[config.mk]
export PLATFORM = sky130hd
export DESIGN_NAME = uart_tx_engine
export DESIGN_NICKNAME = d
export VERILOG_FILES = /design/src/rtl/uart_tx_engine.sv
export SDC_FILE = /design/constraint.sdc
export NUM_CORES = 1
export LEC_CHECK = 0
export ABC_AREA = 1
export CORE_MARGIN = 3
export CORE_UTILIZATION = 33
export DETAILED_ROUTE_END_ITERATION = 8
export GPL_ROUTABILITY_DRIVEN = 0
export GPL_TIMING_DRIVEN = 0
export MAX_ROUTING_LAYER = met4
export PLACE_DENSITY_LB_ADDON = 0.3
export SLEW_MARGIN = 5
export SYNTH_ARGS = -nofsm -noshare
export SYNTH_HDL_FRONTEND = slang
export SYNTH_SLANG_ARGS = --single-unit
[constraint.sdc]
create_clock -name clock -period 3.5 [get_ports clock]
set_clock_uncertainty 0.1 [all_clocks]
set_input_delay 0.35 -clock clock [delete_from_list [all_inputs] [get_ports clock]]
set_output_delay 0.35 -clock clock [all_outputs]
set_load 0.05 [all_outputs]
[src/rtl/uart_tx_engine.sv]
// UART transmit serializer: start bit, LSB-first data, optional parity, then 1 or 2 stop bits.
// Bit boundaries follow the rising edges of baud_clk, which is synchronous to clock.
module uart_tx_engine #(
    parameter int DATA_BITS = 8
) (
    input  logic                 clock,
    input  logic                 reset_n,
    input  logic                 baud_clk,
    input  logic [DATA_BITS-1:0] tx_data,
    input  logic                 tx_valid,
    output logic                 tx_ready,
    input  logic                 parity_en,
    input  logic                 parity_odd,
    input  logic                 two_stop,
    output logic                 tx_serial,
    output logic                 tx_busy,
    output logic                 tx_done
);

    localparam int               CNT_W    = $clog2(DATA_BITS);
    localparam logic [CNT_W-1:0] LAST_BIT = CNT_W'(DATA_BITS - 1);

    typedef enum logic [2:0] {
        IDLE,
        ARMED,
        START,
        DATA,
        PARITY,
        STOP
    } state_t;

    state_t               r_state;
    state_t               w_state_nxt;
    logic                 r_baud_clk_q;
    logic                 w_baud_tick;
    logic                 w_accept;

    logic [DATA_BITS-1:0] r_shift;
    logic [DATA_BITS-1:0] w_shift_nxt;
    logic                 r_par;
    logic                 r_parity_en;
    logic                 r_two_stop;
    logic [CNT_W-1:0]     r_bit_cnt;
    logic [CNT_W-1:0]     w_bit_cnt_nxt;
    logic                 r_stop_cnt;
    logic                 w_stop_cnt_nxt;
    logic                 r_tx_serial;
    logic                 w_tx_serial_nxt;
    logic                 r_tx_done;
    logic                 w_tx_done_nxt;

    assign w_baud_tick = baud_clk & ~r_baud_clk_q;
    assign w_accept    = tx_valid & tx_ready;

    // The tx_done cycle is already IDLE, but a new word is held off until the next cycle.
    assign tx_ready  = (r_state == IDLE) && !r_tx_done;
    assign tx_busy   = (r_state != IDLE);
    assign tx_serial = r_tx_serial;
    assign tx_done   = r_tx_done;

    // NOTE: sequential state uses non-blocking assignments so every register samples pre-edge values.
    always_ff @(posedge clock or negedge reset_n) begin
        if (!reset_n) begin
            r_state <= IDLE;
        end else begin
            r_state <= w_state_nxt;
        end
    end

    // NOTE: every combinational output gets a default first, so no path can infer a latch.
    always_comb begin
        w_state_nxt = r_state;
        case (r_state)
            IDLE:    if (w_accept)    w_state_nxt = ARMED;
            ARMED:   if (w_baud_tick) w_state_nxt = START;
            START:   if (w_baud_tick) w_state_nxt = DATA;
            DATA: begin
                if (w_baud_tick && (r_bit_cnt >= LAST_BIT)) begin
                    w_state_nxt = r_parity_en ? PARITY : STOP;
                end
            end
            PARITY:  if (w_baud_tick) w_state_nxt = STOP;
            STOP: begin
                if (w_baud_tick && !(r_two_stop && !r_stop_cnt)) begin
                    w_state_nxt = IDLE;
                end
            end
            default: w_state_nxt = IDLE;
        endcase
    end

    // Next values of the registered datapath, committed on the same edge as the state change.
    always_comb begin
        w_tx_serial_nxt = r_tx_serial;
        w_bit_cnt_nxt   = r_bit_cnt;
        w_stop_cnt_nxt  = r_stop_cnt;
        w_shift_nxt     = r_shift;
        w_tx_done_nxt   = 1'b0;
        case (r_state)
            IDLE: begin
                w_tx_serial_nxt = 1'b1;
                if (w_accept) w_shift_nxt = tx_data;
            end
            ARMED: begin
                if (w_baud_tick) w_tx_serial_nxt = 1'b0;
            end
            START: begin
                if (w_baud_tick) begin
                    w_tx_serial_nxt = r_shift[0];
                    w_shift_nxt     = r_shift >> 1;
                    w_bit_cnt_nxt   = '0;
                end
            end
            DATA: begin
                if (w_baud_tick) begin
                    if (r_bit_cnt < LAST_BIT) begin
                        w_bit_cnt_nxt   = r_bit_cnt + 1'b1;
                        w_tx_serial_nxt = r_shift[0];
                        w_shift_nxt     = r_shift >> 1;
                    end else if (r_parity_en) begin
                        w_tx_serial_nxt = r_par;
                    end else begin
                        w_tx_serial_nxt = 1'b1;
                        w_stop_cnt_nxt  = 1'b0;
                    end
                end
            end
            PARITY: begin
                if (w_baud_tick) begin
                    w_tx_serial_nxt = 1'b1;
                    w_stop_cnt_nxt  = 1'b0;
                end
            end
            STOP: begin
                if (w_baud_tick) begin
                    if (r_two_stop && !r_stop_cnt) begin
                        w_stop_cnt_nxt = 1'b1;
                    end else begin
                        w_tx_done_nxt = 1'b1;
                    end
                end
            end
            default: w_tx_serial_nxt = 1'b1;
        endcase
    end

    always_ff @(posedge clock or negedge reset_n) begin
        if (!reset_n) begin
            r_baud_clk_q <= 1'b0;
            r_tx_serial  <= 1'b1;
            r_tx_done    <= 1'b0;
            r_bit_cnt    <= '0;
            r_stop_cnt   <= 1'b0;
            r_shift      <= '0;
            r_par        <= 1'b0;
            r_parity_en  <= 1'b0;
            r_two_stop   <= 1'b0;
        end else begin
            r_baud_clk_q <= baud_clk;
            r_tx_serial  <= w_tx_serial_nxt;
            r_tx_done    <= w_tx_done_nxt;
            r_bit_cnt    <= w_bit_cnt_nxt;
            r_stop_cnt   <= w_stop_cnt_nxt;
            r_shift      <= w_shift_nxt;
            // Frame options are frozen at accept so later input changes cannot disturb the frame.
            if (w_accept) begin
                r_par       <= (^tx_data) ^ parity_odd;
                r_parity_en <= parity_en;
                r_two_stop  <= two_stop;
            end
        end
    end

endmodule

== Word-level counts from Yosys, hierarchy flattened ==
Cells that the tools add are included.

* $add $sub $neg: 1
* Magnitude comparators: 2
* Eq/ne operators: 17
* Mux-type cells: 33
* Bitwise logic cells: 5
* Reduce and logical (&&, ||, !) cells: 18

{| class="wikitable"
|+ Operators with widths
! operator !! count
|-
| 8-bit two-way mux || 4
|-
| 3-bit two-way mux || 9
|-
| 2-bit != test (second input constant) || 12
|-
| 8-bit case mux with 3 select lines || 1
|-
| 3-bit case mux with 6 select lines || 1
|-
| 1-bit two-way mux || 15
|-
| 5-bit AND reduction || 2
|-
| 3-bit nonzero test || 3
|-
| 8-bit XOR reduction || 1
|-
| 7-bit AND reduction || 1
|-
| 3-bit by 2-bit equality test with 1-bit output (second input constant) || 2
|-
| 3-bit equality test (second input constant) || 2
|-
| 3-bit case mux with 2 select lines || 1
|-
| 6-bit AND reduction || 1
|-
| 1-bit case mux with 5 select lines || 1
|-
| 1-bit logical AND || 4
|-
| 4-bit AND reduction || 1
|-
| 3-bit by 1-bit adder with 3-bit output (second input constant) || 1
|-
| 3-bit by 1-bit equality test with 1-bit output (second input constant) || 1
|-
| 3-bit greater-or-equal comparator (second input constant) || 1
|-
| 1-bit logical NOT || 3
|-
| 3-bit logical NOT || 1
|-
| 3-bit < comparator (second input constant) || 1
|-
| 1-bit case mux with 3 select lines || 1
|-
| 4 further kinds || 6
|}

* Register bits after elaboration: 21
* Bits of input ports: 15
* Output and inout port bits: 4
* Logic and storage cells: 86

== Logic depth before layout (Yosys ltp) ==
* Depth after elaboration: 6
* Mapped depth: 11
* Mapped depth without buffers: 10

== Worst setup path before layout ==
No wires, ideal clock.

* Path kind: register to register
* From: register r_state[1]
* To: register r_shift[6]
* Setup time: 0.074 ns
* Arrival: 1.710 ns
* Required time: 3.326 ns
* Setup slack: 1.616 ns
* Stages on the path, launching flop included: 12
* Buffers on the path: 2
* Clock period less this slack: 1.884 ns
* Path through: dfrtp_1 > buf_6 > nor2_4 > nand2_2 > nor2_4 > nand2_4 > nand2_4 > nand2_4 > clkinv_4 > buf_12 > nand2_2 > o21ai_2

* Longest elaborated chain between the ends: 5
* Elaborated cells on any way between the ends: 12
* Classes of those cells: 6 x eq/ne; 1 x mux; 1 x bitwise; 4 x reduce/logical

{| class="wikitable"
|+ Ends and longest elaborated chain
! item !! RTL line !! source
|-
| start, declared || 32 || <nowiki>state_t r_state;</nowiki>
|-
| start signal, assigned || 66 || <nowiki>r_state <= w_state_nxt;</nowiki>
|-
| 3-bit logical NOT || 56 || <nowiki>assign tx_ready = (r_state == IDLE) && !r_tx_done;</nowiki>
|-
| 1-bit logical AND || 56 ||
|-
| via tx_ready || 11 || <nowiki>output logic tx_ready,</nowiki>
|-
| 1-bit bitwise AND || 53 || <nowiki>assign w_accept = tx_valid & tx_ready;</nowiki>
|-
| 2-bit != test (no line) || - ||
|-
| 5-bit AND reduction (no line) || - ||
|-
| end signal, assigned || 164 || <nowiki>r_shift <= w_shift_nxt;</nowiki>
|-
| end, declared || 38 || <nowiki>logic [DATA_BITS-1:0] r_shift;</nowiki>
|}

The timed path passes the listed nets, and every way through them passes these cells.
A chain may end at the register's enable or synchronous reset.

== Worst setup path in the final report ==
* From: register r_state[2]
* To: output tx_ready

* Longest elaborated chain between the ends: 2

{| class="wikitable"
|+ Ends and longest elaborated chain
! item !! RTL line
|-
| 3-bit logical NOT || 56
|-
| 1-bit logical AND || 56
|-
| end, declared || 11
|}

Every way passes these cells.

==> results_tabular.tex <==
\begin{tabular}{lr}
\hline
Metric & Value \\
\hline
\multicolumn{2}{l}{\textbf{Clock tree}} \\
Number of resized instances in the post-cts repair step & 0 \\
Count of hold-fix buffers inserted at cts & 0 \\
H-tree depth & 1 \\
CTS tree & yes \\
Longest Clk Path Bufs & 2 \\
Worst-path clk slew & 0.08 ns \\
TritonCTS buffer count & 3 \\
Post-CTS Setup Bufs & 0 \\
Worst-skew pair later-pin latency & 0.26 ns \\
Number of sinks on the clock net & 21 \\
CTS root buf & sky130\_fd\_sc\_hd\_\_clkbuf\_8 \\
\multicolumn{2}{l}{\textbf{Drt}} \\
Post-route antenna net violation count & 0 \\
Total via count in the routed design & 1213 \\
Remaining design rule violation count & 0 \\
Per-cell via count in the routed design & 4.61 \\
WL final & $\sim$2.8 mm \\
Pre-antenna DRT Iters & 4 \\
Routed length per instance & 10.5 um \\
Number of DRC violations after detailed-routing iteration 0 & 87 \\
\multicolumn{2}{l}{\textbf{Power}} \\
Switch Pwr & 643 uW \\
Overall power after layout & 1370 uW \\
Lkg Pwr & 0.000850 uW \\
Sequential share of power & $\sim$28\% \\
Clk pwr share & 12.0\% \\
Peak supply drop & a little over 0.3 mV \\
Share of total power in combinational logic & 59.9\% \\
Switch share & a little under half \\
Int Pwr & 731 uW \\
Power per unit of standard cell area & 813 nW/um\^{}2 \\
\multicolumn{2}{l}{\textbf{Critical path}} \\
Critical-path cell with the highest stage delay & sky130\_fd\_sc\_hd\_\_clkdlybuf4s50\_1 \\
Reg2Reg Launch Point & r\_state[2] \\
List of cells traversed by the critical path & inv\_2, nand2\_2, nor2\_4, clkdlybuf4s50\_1 \\
Crit path capture type & output pin \\
Startpoint type of the worst setup path & register \\
Worst stage delay on the critical path & around 0.8 ns \\
Worst setup startpoint & r\_state[2] \\
Largest fanout of any net on the critical path & 6 \\
Buffers plus inverters on the worst setup path & 2 \\
Critical setup path kind & reg2out \\
Delay-heaviest family, CP & buffers and inverters \\
Data arrival time of the worst path & roughly 1.9 ns \\
Critical path required time & between 3 and 4 ns \\
\multicolumn{2}{l}{\textbf{Final layout}} \\
Proportion of layout cells with a drive suffix above 1 & between 10\% and 20\% \\
Area taken by multi-input logic gates & 714 um\^{}2 \\
Leading cell types in the layout, fill and taps excluded & sky130\_fd\_sc\_hd\_\_nand2\_1, sky130\_fd\_sc\_hd\_\_inv\_1, sky130\_fd\_sc\_hd\_\_o21ai\_0 \\
Most common cell after layout, fill and taps aside & sky130\_fd\_sc\_hd\_\_nand2\_1 \\
Layout Cell Area excl Fill & 1690 um\^{}2 \\
Count of nets after finishing & 231 \\
FF+latch area & around 530 um\^{}2 \\
Filler Cell Count & 437 \\
Number of antenna cells inserted & 0 \\
Area growth from synthesis to layout & 20.5\% \\
\multicolumn{2}{l}{\textbf{Synth}} \\
Synthesized cell area & 1400 um\^{}2 \\
Number of instances in the synthesized netlist & 191 \\
Net Count, Synth & 208 \\
Most area-consuming cells after synthesis & sky130\_fd\_sc\_hd\_\_dfrtp\_1, sky130\_fd\_sc\_hd\_\_nand2\_1, sky130\_fd\_sc\_hd\_\_o21ai\_0 \\
Synthesized area per cell & 7.35 um\^{}2 \\
Leading area contributor after synthesis & sky130\_fd\_sc\_hd\_\_dfrtp\_1 \\
Flop and latch count out of synthesis & 21 \\
Sequential cell area fraction in the yosys report & 37.5\% \\
Synth top area share & 35.7\% \\
Warnings, synthesis & 0 \\
Distinct cells, synth & 27 \\
\multicolumn{2}{l}{\textbf{STA}} \\
Setup violators final & 0 \\
Worst hold slack & 0.387 ns \\
Share of the cycle needed by the critical path after routing & between 60\% and 70\% \\
Setup repair after global routing missed its margin & no \\
Final min period & 2.36 ns \\
TNS Setup & 0 ns \\
Worst-case headroom to the max-slew limit & 36.0\% \\
Final number of hold-violating endpoints & 0 \\
Slew @ Worst Pin & 0.958 ns \\
PnR worst setup slack & 1.14 ns \\
Top achievable clock speed & 0.423 GHz \\
Max-slew violation total from the final report & 0 \\
\multicolumn{2}{l}{\textbf{Global route}} \\
Overall fraction of global-route tracks in use & 12.7\% \\
Pin count of the biggest net entering global routing & 22 \\
Vias in the first global route & 1172 \\
Global-route wire length before repair & 5.04 mm \\
Number of antenna violations at the first check in global routing & 0 \\
Final global-route overflow total & 0 \\
\multicolumn{2}{l}{\textbf{Placed design}} \\
Worst Setup Slack post-DPL & 1.43 ns \\
PortBufs & 18 \\
Detail Placement HPWL & 2.13 mm \\
Cell Area, Placed & 1650 um\^{}2 \\
\multicolumn{2}{l}{\textbf{Die}} \\
Die area & 5070 um\^{}2 \\
Row count & 23 \\
Core region area & 4060 um\^{}2 \\
Starting density of the core & 34.6\% \\
I/O pin total & 19 \\
Width of the die & 71.2 um \\
Die extent in y & 71.2 um \\
\multicolumn{2}{l}{\textbf{Min path}} \\
Hold/Removal Path Class & reg2reg \\
Hold Crit Start & r\_par \\
\multicolumn{2}{l}{\textbf{Job}} \\
Max-Cap Viols & 0 \\
\multicolumn{2}{l}{\textbf{Status}} \\
Result of the run & finished clean \\
\hline
\end{tabular}
[layout make-up]
| cell class | instances | area share [%] |
|---|---|---|
| buffer | 4 | 2.51 |
| sequential | 21 | 31.1 |
| timing repair buffer | 18 | 10.7 |
| multi-input combinational | 136 | 42.2 |
| clock buffer | 4 | 2.66 |
| inverter | 30 | 7.10 |
| tap | 50 | 3.70 |
[sequential cells by signal, summed over array words and instances (netlist names)]
signal / flops
tx_serial: 1
r_two_stop: 1
r_parity_en: 1
tx_done: 1
r_shift: 8
r_baud_clk_q: 1
r_par: 1
r_stop_cnt: 1
r_state: 3
r_bit_cnt: 3
[per-stage QoR]
step,util (%),instances
after floorplan,-,191
after global placement,40.6,259
after detailed placement,40.6,259
after CTS,41.7,263
after global routing,41.7,263
final,41.7,263
[logic make-up after synthesis]
kind of cell,after synthesis,share of synthesized area [%]
compound gates,32,13.2
flops,21,37.5
buf+inv,34,11.6
fa+ha+maj,2,1.78
xor+xnor,1,0.624
simple gates,101,35.3
[Yosys cell counts]
cell type / count
sky130_fd_sc_hd__clkinv_4: 1
sky130_fd_sc_hd__nand2_1: 58
sky130_fd_sc_hd__a21oi_1: 3
sky130_fd_sc_hd__nand2_8: 1
sky130_fd_sc_hd__nor2_1: 10
sky130_fd_sc_hd__nand2_2: 8
sky130_fd_sc_hd__and2_1: 1
sky130_fd_sc_hd__dfrtp_1: 20
sky130_fd_sc_hd__o211ai_1: 1
sky130_fd_sc_hd__nor2_4: 3
sky130_fd_sc_hd__nand2_4: 3
sky130_fd_sc_hd__ha_1: 2
sky130_fd_sc_hd__buf_12: 1
sky130_fd_sc_hd__dfstp_2: 1
sky130_fd_sc_hd__buf_4: 1
sky130_fd_sc_hd__o21ai_0: 22
sky130_fd_sc_hd__o21ai_2: 6
sky130_fd_sc_hd__nor2_2: 2
sky130_fd_sc_hd__inv_2: 2
sky130_fd_sc_hd__nand3_1: 9
sky130_fd_sc_hd__clkbuf_1: 1
sky130_fd_sc_hd__inv_4: 1
sky130_fd_sc_hd__nand3b_1: 1
sky130_fd_sc_hd__xor2_1: 1
sky130_fd_sc_hd__buf_6: 1
sky130_fd_sc_hd__inv_1: 26
sky130_fd_sc_hd__nand4_1: 5
[path summary, 6_finish.rpt]
| kind | endpoint | slack (ns) | cells after the start |
|---|---|---|---|
| max | tx_ready | 1.14 | 4 |
| min | r_par | 0.39 | 2 |
| max reg2reg | r_shift[2] | 1.89 | 9 |
| min reg2reg | r_par | 0.39 | 2 |
| max in group asynchronous | r_shift[6] | 2.20 | 1 |
| min in group asynchronous | r_state[1] | 0.51 | 1 |
[worst reg2reg max path: stages (launching register included)]
cell                       delay [ns]
sky130_fd_sc_hd__dfrtp_1         0.44
sky130_fd_sc_hd__inv_2           0.17
sky130_fd_sc_hd__nand2_8         0.11
sky130_fd_sc_hd__nor2_1          0.23
sky130_fd_sc_hd__nor2_4          0.05
sky130_fd_sc_hd__nand2_4         0.08
sky130_fd_sc_hd__clkinv_4        0.07
sky130_fd_sc_hd__buf_12          0.15
sky130_fd_sc_hd__nand2_2         0.06
sky130_fd_sc_hd__o21ai_2         0.05
[layer usage]
layer	GRT usage (%)	wire, um	vias to the layer above	part of all wire, %
met3	3.23	115	4	4.2
met1	15.3	1340	541	49
met4	4.38	31	0	1.1
met2	20.6	1270	23	46
li1	-	-	645	-
met5	-	0	-	0
[power by group through the flow]
stage / combinational, uW / sequential (uW) / clock, uW
3_5_place_dp: 834 / 390 / 0
6_report: 824 / 386 / 165
5_1_grt: 923 / 397 / 182
4_1_cts: 836 / 387 / 172
3_3_place_gp: 827 / 389 / 0
2_1_floorplan: 646 / 403 / 0
(Power assumes the default switching activity.)
